## config.mk

```make
export PLATFORM = sky130hd
export DESIGN_NAME = core_mem_arbiter
export DESIGN_NICKNAME = d
export VERILOG_FILES = /design/src/rtl/core2axi_pkg.sv /design/src/rtl/core_arb_owner_fifo.sv /design/src/rtl/core_mem_arbiter.sv
export SDC_FILE = /design/constraint.sdc
export NUM_CORES = 1
export LEC_CHECK = 0
export BUFFER_PORTS_ARGS = -buffer_cell sky130_fd_sc_hd__buf_2
export CAP_MARGIN = 15
export CELL_PAD_IN_SITES_DETAIL_PLACEMENT = 0
export CELL_PAD_IN_SITES_GLOBAL_PLACEMENT = 1
export CORE_AREA = 3 3 120 122
export CTS_CLUSTER_DIAMETER = 200
export DETAILED_ROUTE_END_ITERATION = 7
export DIE_AREA = 0 0 123 125
export HOLD_SLACK_MARGIN = 0.05
export PLACE_DENSITY = 0.7
export SLEW_MARGIN = 20
export SYNTH_ARGS = -nofsm -noshare
export SYNTH_HDL_FRONTEND = slang
export SYNTH_SLANG_ARGS = --single-unit
```

## constraint.sdc

```tcl
create_clock -name clk_i -period 2.3 [get_ports clk_i]
set_clock_uncertainty 0.1 [all_clocks]
set_input_delay 0.345 -clock clk_i [delete_from_list [all_inputs] [get_ports clk_i]]
set_output_delay 0.345 -clock clk_i [all_outputs]
set_load 0.05 [all_outputs]
```

## src/rtl/core2axi_pkg.sv

```systemverilog
// rtl/core2axi_pkg.sv - shared types and constants for the core-side memory arbiter
package core2axi_pkg;

    typedef enum logic {
        IDLE = 1'b0,
        HOLD = 1'b1
    } arb_state_t;

    typedef logic owner_t;

    localparam int NUM_REQ = 2;

endpackage

```

## src/rtl/core_arb_owner_fifo.sv

```systemverilog
// rtl/core_arb_owner_fifo.sv - in-order owner FIFO recording which requester issued each accepted transaction
module core_arb_owner_fifo
    import core2axi_pkg::*;
#(
    parameter int DEPTH = 2
) (
    input  logic                   clk_i,
    input  logic                   rst_i,
    input  logic                   push_i,
    input  owner_t                 push_data_i,
    input  logic                   pop_i,
    output owner_t                 head_o,
    output logic                   full_o,
    output logic                   empty_o,
    output logic [$clog2(DEPTH):0] count_o
);

    localparam int PW = $clog2(DEPTH);
    localparam int CW = PW + 1;

    owner_t          mem_q [DEPTH];
    owner_t          mem_d [DEPTH];
    logic [PW-1:0]   wr_ptr_q, wr_ptr_d;
    logic [PW-1:0]   rd_ptr_q, rd_ptr_d;
    logic [CW-1:0]   count_q, count_d;
    logic            push_en;
    logic            pop_en;

    assign full_o  = (count_q == CW'(DEPTH));
    assign empty_o = (count_q == '0);
    assign count_o = count_q;
    assign head_o  = mem_q[rd_ptr_q];
    assign push_en = push_i && !full_o;
    assign pop_en  = pop_i && !empty_o;

    // Pointers wrap naturally because DEPTH is a power of two.
    always_comb begin
        mem_d    = mem_q;
        wr_ptr_d = wr_ptr_q;
        rd_ptr_d = rd_ptr_q;
        count_d  = count_q;
        if (push_en) begin
            mem_d[wr_ptr_q] = push_data_i;
            wr_ptr_d        = wr_ptr_q + PW'(1);
        end
        if (pop_en) begin
            rd_ptr_d = rd_ptr_q + PW'(1);
        end
        case ({push_en, pop_en})
            2'b10:   count_d = count_q + CW'(1);
            2'b01:   count_d = count_q - CW'(1);
            default: count_d = count_q;
        endcase
    end

    always_ff @(posedge clk_i or posedge rst_i) begin
        if (rst_i) begin
            for (int i = 0; i < DEPTH; i++) begin
                mem_q[i] <= '0;
            end
            wr_ptr_q <= '0;
            rd_ptr_q <= '0;
            count_q  <= '0;
        end else begin
            mem_q    <= mem_d;
            wr_ptr_q <= wr_ptr_d;
            rd_ptr_q <= rd_ptr_d;
            count_q  <= count_d;
        end
    end

endmodule

```

## src/rtl/core_mem_arbiter.sv

```systemverilog
// rtl/core_mem_arbiter.sv - two-to-one req/gnt/rvalid arbiter in front of core2axi (CORE_ARB_RR_EN selects round-robin)
module core_mem_arbiter
    import core2axi_pkg::*;
#(
    parameter int ADDR_WIDTH      = 32,
    parameter int DATA_WIDTH      = 32,
    parameter int MAX_OUTSTANDING = 2
) (
    input  logic                  clk_i,
    input  logic                  rst_i,
    input  logic                  m0_req_i,
    output logic                  m0_gnt_o,
    input  logic [ADDR_WIDTH-1:0] m0_addr_i,
    input  logic                  m0_we_i,
    input  logic [3:0]            m0_be_i,
    input  logic [DATA_WIDTH-1:0] m0_wdata_i,
    output logic                  m0_rvalid_o,
    output logic [DATA_WIDTH-1:0] m0_rdata_o,
    input  logic                  m1_req_i,
    output logic                  m1_gnt_o,
    input  logic [ADDR_WIDTH-1:0] m1_addr_i,
    input  logic                  m1_we_i,
    input  logic [3:0]            m1_be_i,
    input  logic [DATA_WIDTH-1:0] m1_wdata_i,
    output logic                  m1_rvalid_o,
    output logic [DATA_WIDTH-1:0] m1_rdata_o,
    output logic                  s_req_o,
    output logic [ADDR_WIDTH-1:0] s_addr_o,
    output logic                  s_we_o,
    output logic [3:0]            s_be_o,
    output logic [DATA_WIDTH-1:0] s_wdata_o,
    input  logic                  s_gnt_i,
    input  logic                  s_rvalid_i,
    input  logic [DATA_WIDTH-1:0] s_rdata_i,
    output logic                  err_o
);

    arb_state_t                       state_q, state_d;
    owner_t                           sel_q, sel_d;
    owner_t                           sel;
    logic                             req_active;
    logic [NUM_REQ-1:0]               req_vec;
    logic                             handshake;
    logic                             err_q, err_d;
    owner_t                           fifo_head;
    logic                             fifo_full;
    logic                             fifo_empty;
    logic [$clog2(MAX_OUTSTANDING):0] fifo_count;
    logic                             resp_pop;

`ifdef CORE_ARB_RR_EN
    owner_t prio_q, prio_d;
`endif

    assign req_vec = {m1_req_i, m0_req_i};

    always_comb begin
        sel        = '0;
        req_active = 1'b0;
        if (state_q == HOLD) begin
            sel        = sel_q;
            req_active = req_vec[sel_q];
        end else begin
            req_active = |req_vec;
            case (req_vec)
                2'b01:   sel = 1'b0;
                2'b10:   sel = 1'b1;
`ifdef CORE_ARB_RR_EN
                2'b11:   sel = prio_q;
`else
                2'b11:   sel = 1'b0;
`endif
                default: sel = 1'b0;
            endcase
        end
    end

    // Full is taken from the registered count, so a same-cycle pop never unblocks a request.
    assign s_req_o   = req_active && !fifo_full;
    assign handshake = s_req_o && s_gnt_i;
    assign s_addr_o  = sel ? m1_addr_i  : m0_addr_i;
    assign s_we_o    = sel ? m1_we_i    : m0_we_i;
    assign s_be_o    = sel ? m1_be_i    : m0_be_i;
    assign s_wdata_o = sel ? m1_wdata_i : m0_wdata_i;
    assign m0_gnt_o  = handshake && (sel == 1'b0);
    assign m1_gnt_o  = handshake && (sel == 1'b1);

    assign resp_pop    = s_rvalid_i && !fifo_empty;
    assign m0_rvalid_o = resp_pop && (fifo_head == 1'b0);
    assign m1_rvalid_o = resp_pop && (fifo_head == 1'b1);
    assign m0_rdata_o  = s_rdata_i;
    assign m1_rdata_o  = s_rdata_i;
    assign err_o       = err_q;

    always_comb begin
        state_d = state_q;
        sel_d   = sel_q;
        err_d   = err_q | (s_rvalid_i && (fifo_count == '0));
        if (!fifo_full) begin
            if (state_q == IDLE) begin
                if (s_req_o && !s_gnt_i) begin
                    state_d = HOLD;
                    sel_d   = sel;
                end
            end else if (!req_active || s_gnt_i) begin
                state_d = IDLE;
            end
        end
    end

`ifdef CORE_ARB_RR_EN
    always_comb begin
        prio_d = prio_q;
        if (handshake) begin
            prio_d = ~sel;
        end
    end

    always_ff @(posedge clk_i or posedge rst_i) begin
        if (rst_i) begin
            prio_q <= 1'b0;
        end else begin
            prio_q <= prio_d;
        end
    end
`endif

    always_ff @(posedge clk_i or posedge rst_i) begin
        if (rst_i) begin
            state_q <= IDLE;
            sel_q   <= 1'b0;
            err_q   <= 1'b0;
        end else begin
            state_q <= state_d;
            sel_q   <= sel_d;
            err_q   <= err_d;
        end
    end

    core_arb_owner_fifo #(
        .DEPTH(MAX_OUTSTANDING)
    ) u_owner_fifo (
        .clk_i      (clk_i),
        .rst_i      (rst_i),
        .push_i     (handshake),
        .push_data_i(sel),
        .pop_i      (resp_pop),
        .head_o     (fifo_head),
        .full_o     (fifo_full),
        .empty_o    (fifo_empty),
        .count_o    (fifo_count)
    );

endmodule

```

==> results of run 1 <==
registers in the layout (all words and copies together), names as in the netlist:
register and flops:
u_owner_fifo.count_o 2, sel_q 1, u_owner_fifo.mem_q 2, err_o 1, u_owner_fifo.rd_ptr_q 1, state_q 1, u_owner_fifo.wr_ptr_q 1
critical path: cells and delay by family, from the launching register on:
family	cells	cell delay, ns
multiplexers	1	0.39
flip-flops	1	0.43
buffers and inverters	2	0.47
AO/OA/AOI/OAI	1	0.18
AND/OR/NAND/NOR	1	0.08
power by group through the flow:
stage / Sequential, mW / Combinational [mW] / Clock, mW
after global placement: 0.320 / 2.88 / 0
final: 0.323 / 2.89 / 0.307
after floorplan: 0.304 / 2.67 / 0
after global routing: 0.339 / 3.04 / 0.316
after CTS: 0.324 / 2.92 / 0.308
after detailed placement: 0.322 / 2.91 / 0
worst paths after layout:
path / startpoint / end / slack [ns] / cells after the start
setup / recovery: state_q$_DFFE_PP0P_ / s_wdata_o[19] / 0.05 / 5
hold / removal: s_rvalid_i / err_o$_DFF_PP0_ / 0.23 / 2
setup reg to reg: sel_q$_DFFE_PP0P_ / u_owner_fifo.count_o[1]$_DFFE_PP0P_ / 0.39 / 6
hold reg to reg: err_o$_DFF_PP0_ / err_o$_DFF_PP0_ / 0.36 / 1
max in group asynchronous: rst_i / state_q$_DFFE_PP0P_ / 1.27 / 3
min in group asynchronous: rst_i / err_o$_DFF_PP0_ / 0.53 / 3
layout make-up:
cell class / instances / area (sq um) / share of cell area
clock buffer: 4 / 78.8 / 0.0283
inverter: 3 / 11.3 / 0.00404
multi-input combinational: 103 / 1090 / 0.392
sequential: 9 / 226 / 0.0813
tap: 176 / 220 / 0.0790
timing repair buffer: 223 / 1160 / 0.416
per-layer routing:
metal,global-route usage,up-vias,wire (microns),share of wire
met3,0.0221,29,842,0.11
li1,-,892,-,-
met5,0,-,13,0.0017
met2,0.181,133,4340,0.56
met1,0.0856,847,2440,0.31
met4,0.0254,2,175,0.022
timing repair:
item | in CTS | in global routing
resized for setup | 1 | 3
endpoints found under the hold margin | 9 | 0
hold buffers | 1 | 0
endpoints found under the setup margin | 19 | 8
kinds of logic after synthesis:
family / after synthesis / share of synthesized area
xor gates and xnor gates: 5 / 0.0231
muxes: 70 / 0.448
buffers and inverters: 75 / 0.306
adders and majority gates: 1 / 0.00661
and+or+nand+nor: 16 / 0.0470
DFF: 9 / 0.119
AOI/OAI and AO/OA: 11 / 0.0509
stage by stage:
step / worst slack (ns) / TNS (ns)
5_1_grt: -0.0247 / -0.0477
2_1_floorplan: 0.0884 / 0
3_3_place_gp: 0.162 / 0
6_report: 0.0472 / 0
4_1_cts: 0.0285 / 0
3_5_place_dp: 0.147 / 0
cells in the final DEF (no fill, tap or decap), types with 2 or more instances in the layout:
cell / n
o21ai_0: 2
buf_4: 3
buf_12: 2
nor2_1: 6
inv_1: 3
a31oi_1: 2
xnor2_1: 4
clkbuf_16: 3
mux2_4: 16
mux2_2: 53
dfrtp_1: 8
nor2b_1: 2
o31ai_1: 2
buf_2: 217
==> impl_metrics.env, run 1 <==
export IMPL_placed_area_sq_um=2690
export IMPL_path_class="reg2out"
export IMPL_hp_class="in2reg"
export IMPL_startpoint_type="flip-flop"
export IMPL_seqPwrFrac=0.092
export IMPL_fin_cells=518
export IMPL_via_count=1903
export IMPL_cap_violations=0
export IMPL_p_leak_nw=1.49
export IMPL_internal_power_mw=1.43
export IMPL_std_cell_rows=42
export IMPL_synthCells=187
export IMPL_fin_hold_ws_ns=0.227
export IMPL_yosysTopAreaCellShare=0.315
export IMPL_grt_max_degree=41
export IMPL_synth_most_common_cell="buf_4"
export IMPL_endpoint_kind="primary output"
export IMPL_drive_gt1_frac=0.874
export IMPL_slew_headroom=0.683
export IMPL_hold_violations=0
export IMPL_slew_violations=0
export IMPL_syn_avg_cell_area_sq_um=10.1
export IMPL_cts_buffers=3
export IMPL_wl_per_cell_microns=15.1
export IMPL_ant_nets=0
export IMPL_arrival_ns=1.81
export IMPL_final_util=0.210
export IMPL_power_switching_mw=2.09
export IMPL_antenna_found_initial=1
export IMPL_rsz0062_at_grt="yes"
export IMPL_die_w_microns=123
export IMPL_drc=0
export IMPL_die_h_microns=125
export IMPL_yosys_top_cells_count="buf_4 (65), mux2_2 (53), mux2_4 (16)"
export IMPL_ys_seq_elements=9
export IMPL_fin_area_sq_um=2790
export IMPL_path_max_fanout=40
export IMPL_crit_required_ns=1.86
export IMPL_drtIter0Drc=38
export IMPL_io_pins=315
export IMPL_dieArea_sq_um=15400
export IMPL_nFillCells=1450
export IMPL_ys_top_cells_by_area="mux2_2 (32%), buf_4 (26%), mux2_4 (13%), dfrtp_1 (12%), buf_6 (4.2%)"
export IMPL_period_share=0.979
export IMPL_grt_pass1_vias=1934
export IMPL_syn_nets=364
export IMPL_cts_setup_buffers=0
export IMPL_clk_path_buf_depth=2
export IMPL_yosys_warnings=0
export IMPL_cts_sinks=9
export IMPL_clockRootBuffer="clkbuf_16"
export IMPL_start_util=0.142
export IMPL_swShare=0.593
export IMPL_first_pass_iters=4
export IMPL_layout_min_cycle_time_ns=2.25
export IMPL_vias_per_cell=3.67
export IMPL_cts_htree_levels=1
export IMPL_core_sq_um=13300
export IMPL_finalSetupViolCount=0
export IMPL_final_nets=520
export IMPL_synth_largest_area_cell="mux2_2"
export IMPL_yosys_cell_types_count=27
export IMPL_wirelength_microns=7810
export IMPL_antenna_cells=0
export IMPL_total_power_mw=3.52
export IMPL_synth_flop_cell="dfrtp_1"
export IMPL_cts_tree="done"
export IMPL_p_per_area_nw_per_um2=1260
export IMPL_clkLatencyLatePin_ns=0.23
export IMPL_portBuffers=218
export IMPL_max_stage_delay_ns=0.43
export IMPL_max_freq_ghz=0.444
export IMPL_cp_slowest_cell="dfrtp_2"
export IMPL_gp_congestion=0.798
export IMPL_synth_edf_count=0
export IMPL_seq_area_frac_synth=0.119
export IMPL_max_vdd_ir_drop_mv=0.346
export IMPL_syn_area_sq_um=1890
export IMPL_grtUsageTotal=0.0890
export IMPL_tightestPinTransition_ns=0.471
export IMPL_outcome="finished clean"
export IMPL_dp_cells=513
export IMPL_pwr_share_comb=0.821
export IMPL_grt_ovfl_total=0
export IMPL_grt_first_pass_wirelength_microns=10700
export IMPL_clk_pin_slew_worst_paths_ns=0.04
export IMPL_async_flop_share=1.00
export IMPL_p_clk_frac=0.087
export IMPL_path_cells="nor3b_2, a21oi_4, buf_12, mux2_2, buf_2"
export IMPL_dpl_hpwl_microns=7010
export IMPL_area_growth_syn_to_layout_pct=47.3
Power figures use the tool's default switching activity.
==> run 2: changes to the inputs <==
ABC_AREA = 1   (was not set)
PLACE_DENSITY = 0.78   (was 0.7)
==> impl_metrics.env, run 2 <==
export IMPL_outcome="finished clean"
export IMPL_period_share=0.925
export IMPL_slew_headroom=0.763
export IMPL_dpl_hpwl_microns=6040
export IMPL_path_class="reg2out"
export IMPL_arrival_ns=1.68
export IMPL_layout_commonest_cell="nand2_1"
export IMPL_synth_largest_area_cell="nand2_1"
export IMPL_grt_pass1_vias=2271
export IMPL_gp_congestion=0.748
export IMPL_synth_flop_cell="dfrtp_1"
export IMPL_grt_first_pass_wirelength_microns=10400
export IMPL_async_flop_share=1.00
export IMPL_syn_nets=525
export IMPL_die_h_microns=125
export IMPL_clkLatencyLatePin_ns=0.23
export IMPL_r2r_start="state_q$_DFFE_PP0P_"
export IMPL_hold_violations=0
export IMPL_ys_top_cells_by_area="nand2_1 (44%), buf_4 (25%), dfrtp_1 (12%), buf_6 (4.2%), inv_1 (2.2%)"
export IMPL_clk_pin_slew_worst_paths_ns=0.04
export IMPL_syn_area_sq_um=1880
export IMPL_cts_tree="done"
export IMPL_setup_ws_ns=0.173
export IMPL_dieArea_sq_um=15400
export IMPL_yosysTopAreaCellShare=0.440
export IMPL_post_place_ws_ns=0.367
export IMPL_antenna_found_initial=0
export IMPL_total_power_mw=3.52
export IMPL_yosys_cell_types_count=21
export IMPL_ant_nets=0
export IMPL_drive_gt1_frac=0.471
export IMPL_seq_area_sq_um=225
export IMPL_rsz0062_at_grt="no"
export IMPL_internal_power_mw=1.14
export IMPL_wl_per_cell_microns=10.6
export IMPL_yosys_top_cells_count="nand2_1 (221), buf_4 (64), inv_1 (11)"
export IMPL_vias_per_cell=3.61
export IMPL_swShare=0.675
export IMPL_path_max_fanout=34
export IMPL_finalSetupTns_ns=0
export IMPL_synthCells=348
export IMPL_layout_min_cycle_time_ns=2.13
export IMPL_yosys_warnings=0
export IMPL_hp_start="s_rvalid_i"
export IMPL_max_freq_ghz=0.470
export IMPL_final_cell_mix="nand2_1 (221), buf_2 (218), inv_1 (11)"
export IMPL_finalSetupViolCount=0
export IMPL_p_per_area_nw_per_um2=1280
export IMPL_fin_cells=673
export IMPL_grt_max_degree=41
export IMPL_clk_path_buf_depth=2
export IMPL_drtIter0Drc=58
export IMPL_max_vdd_ir_drop_mv=0.439
export IMPL_cts_htree_levels=1
export IMPL_pwr_share_comb=0.833
export IMPL_portBuffers=218
export IMPL_seq_area_frac_synth=0.120
export IMPL_power_switching_mw=2.37
export IMPL_drc=0
export IMPL_start_util=0.142
export IMPL_synth_edf_count=0
export IMPL_p_clk_frac=0.087
export IMPL_grt_ovfl_total=0
export IMPL_via_count=2431
export IMPL_p_leak_nw=1.81
export IMPL_multi_input_area_sq_um=1010
export IMPL_crit_required_ns=1.86
export IMPL_cts_sinks=9
export IMPL_ys_seq_elements=9
export IMPL_hp_class="in2reg"
export IMPL_worstSetupStartpoint="state_q$_DFFE_PP0P_"
export IMPL_seqPwrFrac=0.080
export IMPL_die_w_microns=123
export IMPL_startpoint_type="flip-flop"
export IMPL_endpoint_kind="primary output"
export IMPL_final_util=0.206
export IMPL_syn_avg_cell_area_sq_um=5.41
export IMPL_io_pins=315
export IMPL_wirelength_microns=7160
export IMPL_std_cell_rows=42
export IMPL_synth_most_common_cell="nand2_1"
export IMPL_dp_cells=668
export IMPL_area_growth_syn_to_layout_pct=45.7
export IMPL_tightestPinTransition_ns=0.355
export IMPL_nFillCells=1561
export IMPL_core_sq_um=13300
export IMPL_clockRootBuffer="clkbuf_16"
export IMPL_cts_buffers=3
export IMPL_antenna_cells=0
export IMPL_first_pass_iters=4
export IMPL_cap_violations=0
export IMPL_final_nets=675
export IMPL_slew_violations=0
export IMPL_grtUsageTotal=0.0825
export IMPL_rrSetupSlack_ns=0.45
[run 2: cell count changes after synthesis, moves of 4 or more]
| cell | previous run | this run |
|---|---|---|
| mux2_4 | 16 | 0 |
| nand4_1 | 1 | 5 |
| mux2_2 | 53 | 0 |
| nand2_1 | 1 | 221 |
| buf_2 | 0 | 7 |
| inv_1 | 3 | 11 |
[run 2: logic make-up (layout without fill, tap and decap cells)]
group / after synthesis / after routing / share of synthesized area
AO/OA/AOI/OAI: 7 / 7 / 0.0259
XOR/XNOR: 3 / 3 / 0.0139
adder cells (fa/ha/maj): 1 / 1 / 0.00664
buffers and inverters: 91 / 240 / 0.343
flip-flops: 9 / 9 / 0.120
AND/OR/NAND/NOR: 237 / 237 / 0.491
[run 2: repair_timing]
item / 4_1_cts / 5_1_grt
hold buffers: 1 / 0
buffers inserted: 0 / 0
endpoints found under the hold margin: 9 / 0
resized for setup: 0 / 0
[run 2: worst paths after layout]
check / end / cells past startpoint
max in group asynchronous: state_q$_DFFE_PP0P_ / 3
setup / recovery: s_addr_o[5] / 7
setup reg to reg: u_owner_fifo.count_o[1]$_DFFE_PP0P_ / 8
hold reg to reg: u_owner_fifo.mem_q[1]$_DFFE_PP0P_ / 2
min in group asynchronous: u_owner_fifo.mem_q[1]$_DFFE_PP0P_ / 3
hold / removal: err_o$_DFF_PP0_ / 3
[run 2: metal layers]
layer | vias up | track usage | wire [microns]
met5 | - | 0 | 0
met4 | 0 | 0.0345 | 268
met3 | 29 | 0.0294 | 989
met2 | 177 | 0.143 | 3300
met1 | 951 | 0.0902 | 2600
li1 | 1274 | - | -
[run 2: layout make-up]
type,count,area share
clock buffer,4,0.0287
multi-input combinational,248,0.369
sequential,9,0.0820
tap,176,0.0802
timing repair buffer,223,0.421
inverter,13,0.0187
[run 2: power groups by stage]
stage	Combinational, mW	Clock [mW]	Sequential, mW
finish	2.93	0.305	0.283
global route	3.16	0.322	0.296
CTS	2.97	0.311	0.283
detailed placement	2.96	0	0.286
global placement	2.96	0	0.281
floorplan	2.61	0	0.275
[run 2: metrics by stage]
step	cell area, sq um	hold slack, ns
after floorplan	1880	0.0729
after global placement	2660	0.227
after detailed placement	2660	0.231
after CTS	2750	0.274
after global routing	2750	0.286
final	2750	0.268
[run 2: worst max-delay path: stages, from the launching register on]
cell     delay (ns)
dfrtp_1        0.41
inv_2          0.09
nand3_2        0.08
nand2_4        0.10
buf_4          0.32
nand2_1        0.09
nand2_1        0.09
buf_2          0.26
==> run 3: changes to the inputs <==
CELL_PAD_IN_SITES_DETAIL_PLACEMENT = not set   (was 0)
CELL_PAD_IN_SITES_GLOBAL_PLACEMENT = not set   (was 1)
CORE_AREA = 3 3 121 123   (was 3 3 120 122)
DIE_AREA = 0 0 124 126   (was 0 0 123 125)
PLACE_DENSITY = 0.53   (was 0.78)
==> impl_metrics.env, run 3 (synthesis gave the netlist of run 2 again) <==
export IMPL_drc=0
export IMPL_drive_gt1_frac=0.472
export IMPL_antenna_found_initial=0
export IMPL_cts_htree_levels=1
export IMPL_hp_class="in2reg"
export IMPL_cp_slowest_cell="dfrtp_1"
export IMPL_drtIter0Drc=58
export IMPL_std_cell_rows=43
export IMPL_max_stage_delay_ns=0.40
export IMPL_clk_path_buf_depth=2
export IMPL_p_clk_frac=0.086
export IMPL_core_sq_um=13800
export IMPL_cp_num_buf_inv=3
export IMPL_die_w_microns=124
export IMPL_critical_path_top_delay_family="buffers and inverters"
export IMPL_cts_buffers=3
export IMPL_path_max_fanout=29
export IMPL_wirelength_microns=7180
export IMPL_clockRootBuffer="clkbuf_16"
export IMPL_max_freq_ghz=0.476
export IMPL_max_vdd_ir_drop_mv=0.394
export IMPL_finalSetupViolCount=0
export IMPL_dpl_hpwl_microns=6040
export IMPL_internal_power_mw=1.16
export IMPL_via_count=2441
export IMPL_grt_pass1_vias=2257
export IMPL_power_switching_mw=2.37
export IMPL_startpoint_type="flip-flop"
export IMPL_cts_sinks=9
export IMPL_die_h_microns=126
export IMPL_hold_violations=0
export IMPL_cts_setup_buffers=0
export IMPL_grt_first_pass_wirelength_microns=10000
export IMPL_slew_headroom=0.743
export IMPL_clkLatencyLatePin_ns=0.23
export IMPL_final_cell_mix="nand2_1 (221), buf_2 (217), inv_1 (11)"
export IMPL_io_pins=315
export IMPL_final_nets=676
export IMPL_slew_violations=0
export IMPL_outcome="finished clean"
export IMPL_tightestPinTransition_ns=0.385
export IMPL_wl_per_cell_microns=10.6
export IMPL_portBuffers=218
export IMPL_cp_common_cell="nand2_1"
export IMPL_gp_congestion=0.698
export IMPL_rsz0062_at_grt="no"
export IMPL_ant_nets=0
export IMPL_total_power_mw=3.54
export IMPL_grtUsageTotal=0.0796
export IMPL_p_leak_nw=1.82
export IMPL_cts_tree="done"
export IMPL_arrival_ns=1.65
export IMPL_fin_area_sq_um=2770
export IMPL_layout_min_cycle_time_ns=2.10
export IMPL_endpoint_kind="primary output"
export IMPL_period_share=0.913
export IMPL_area_growth_syn_to_layout_pct=47.1
export IMPL_swShare=0.671
export IMPL_antenna_cells=0
export IMPL_cap_violations=0
export IMPL_pwr_share_comb=0.834
export IMPL_finalSetupTns_ns=0
export IMPL_crit_required_ns=1.86
export IMPL_grt_ovfl_total=0
export IMPL_layout_commonest_cell="nand2_1"
export IMPL_path_cells="inv_2, nand3_2, nand2_4, buf_4, nand2_1, nand2_1, buf_2"
export IMPL_grt_max_degree=31
export IMPL_dieArea_sq_um=15600
export IMPL_start_util=0.137
export IMPL_seqPwrFrac=0.080
export IMPL_p_per_area_nw_per_um2=1280
export IMPL_placed_area_sq_um=2680
export IMPL_first_pass_iters=4
export IMPL_clk_pin_slew_worst_paths_ns=0.04
export IMPL_path_class="reg2out"
export IMPL_vias_per_cell=3.60
## run 3: worst paths after layout
check / startpoint / to / slack, ns / cells after the start
worst max-delay path: state_q$_DFFE_PP0P_ / s_be_o[2] / 0.20 / 7
worst min-delay path: s_rvalid_i / err_o$_DFF_PP0_ / 0.27 / 3
worst max register to register: state_q$_DFFE_PP0P_ / u_owner_fifo.count_o[1]$_DFFE_PP0P_ / 0.42 / 8
worst min register to register: err_o$_DFF_PP0_ / err_o$_DFF_PP0_ / 0.37 / 1
max in group asynchronous: rst_i / u_owner_fifo.wr_ptr_q$_DFFE_PP0P_ / 1.27 / 3
min in group asynchronous: rst_i / u_owner_fifo.count_o[0]$_DFFE_PP0P_ / 0.55 / 3
## run 3: final cells by class
type                            count  area, sq um
Clock buffer                        4         78.8
Sequential cell                     9          225
Timing Repair Buffer              224         1180
Multi-Input combinational cell    248         1010
Tap cell                          180          225
Fill cell                        1620        11000
Inverter                           13         51.3
## run 3: what timing repair did
item / CTS / global route
setup endpoints to repair: 0 / 0
gates resized for setup: 0 / 0
hold buffers: 1 / 0
endpoints found under the hold margin: 9 / 0
## run 3: through the flow
step,cells,hold slack [ns],utilization,setup slack (ns)
2_1_floorplan,348,0.0729,-,0.0680
3_3_place_gp,673,0.234,0.195,0.383
3_5_place_dp,673,0.240,0.195,0.387
4_1_cts,678,0.270,0.201,0.183
5_1_grt,678,0.273,0.201,0.0689
6_report,678,0.269,0.201,0.201
## run 3: power groups by stage
stage	Sequential [mW]	Combinational [mW]	Clock (mW)
floorplan	0.275	2.61	0
global placement	0.284	2.98	0
detailed placement	0.286	2.98	0
CTS	0.284	2.99	0.310
global route	0.294	3.19	0.319
finish	0.284	2.95	0.305
## run 3: metal layers
metal	GRT usage	up-vias	wire, microns
met5	0	-	0
met4	0.0406	0	259
met3	0.0256	28	979
met2	0.146	178	3340
met1	0.0787	960	2600
li1	-	1275	-
## run 3: worst min-delay path, stage by stage
cell	delay, ns
buf_2	0.10
inv_1	0.04
o21bai_1	0.07
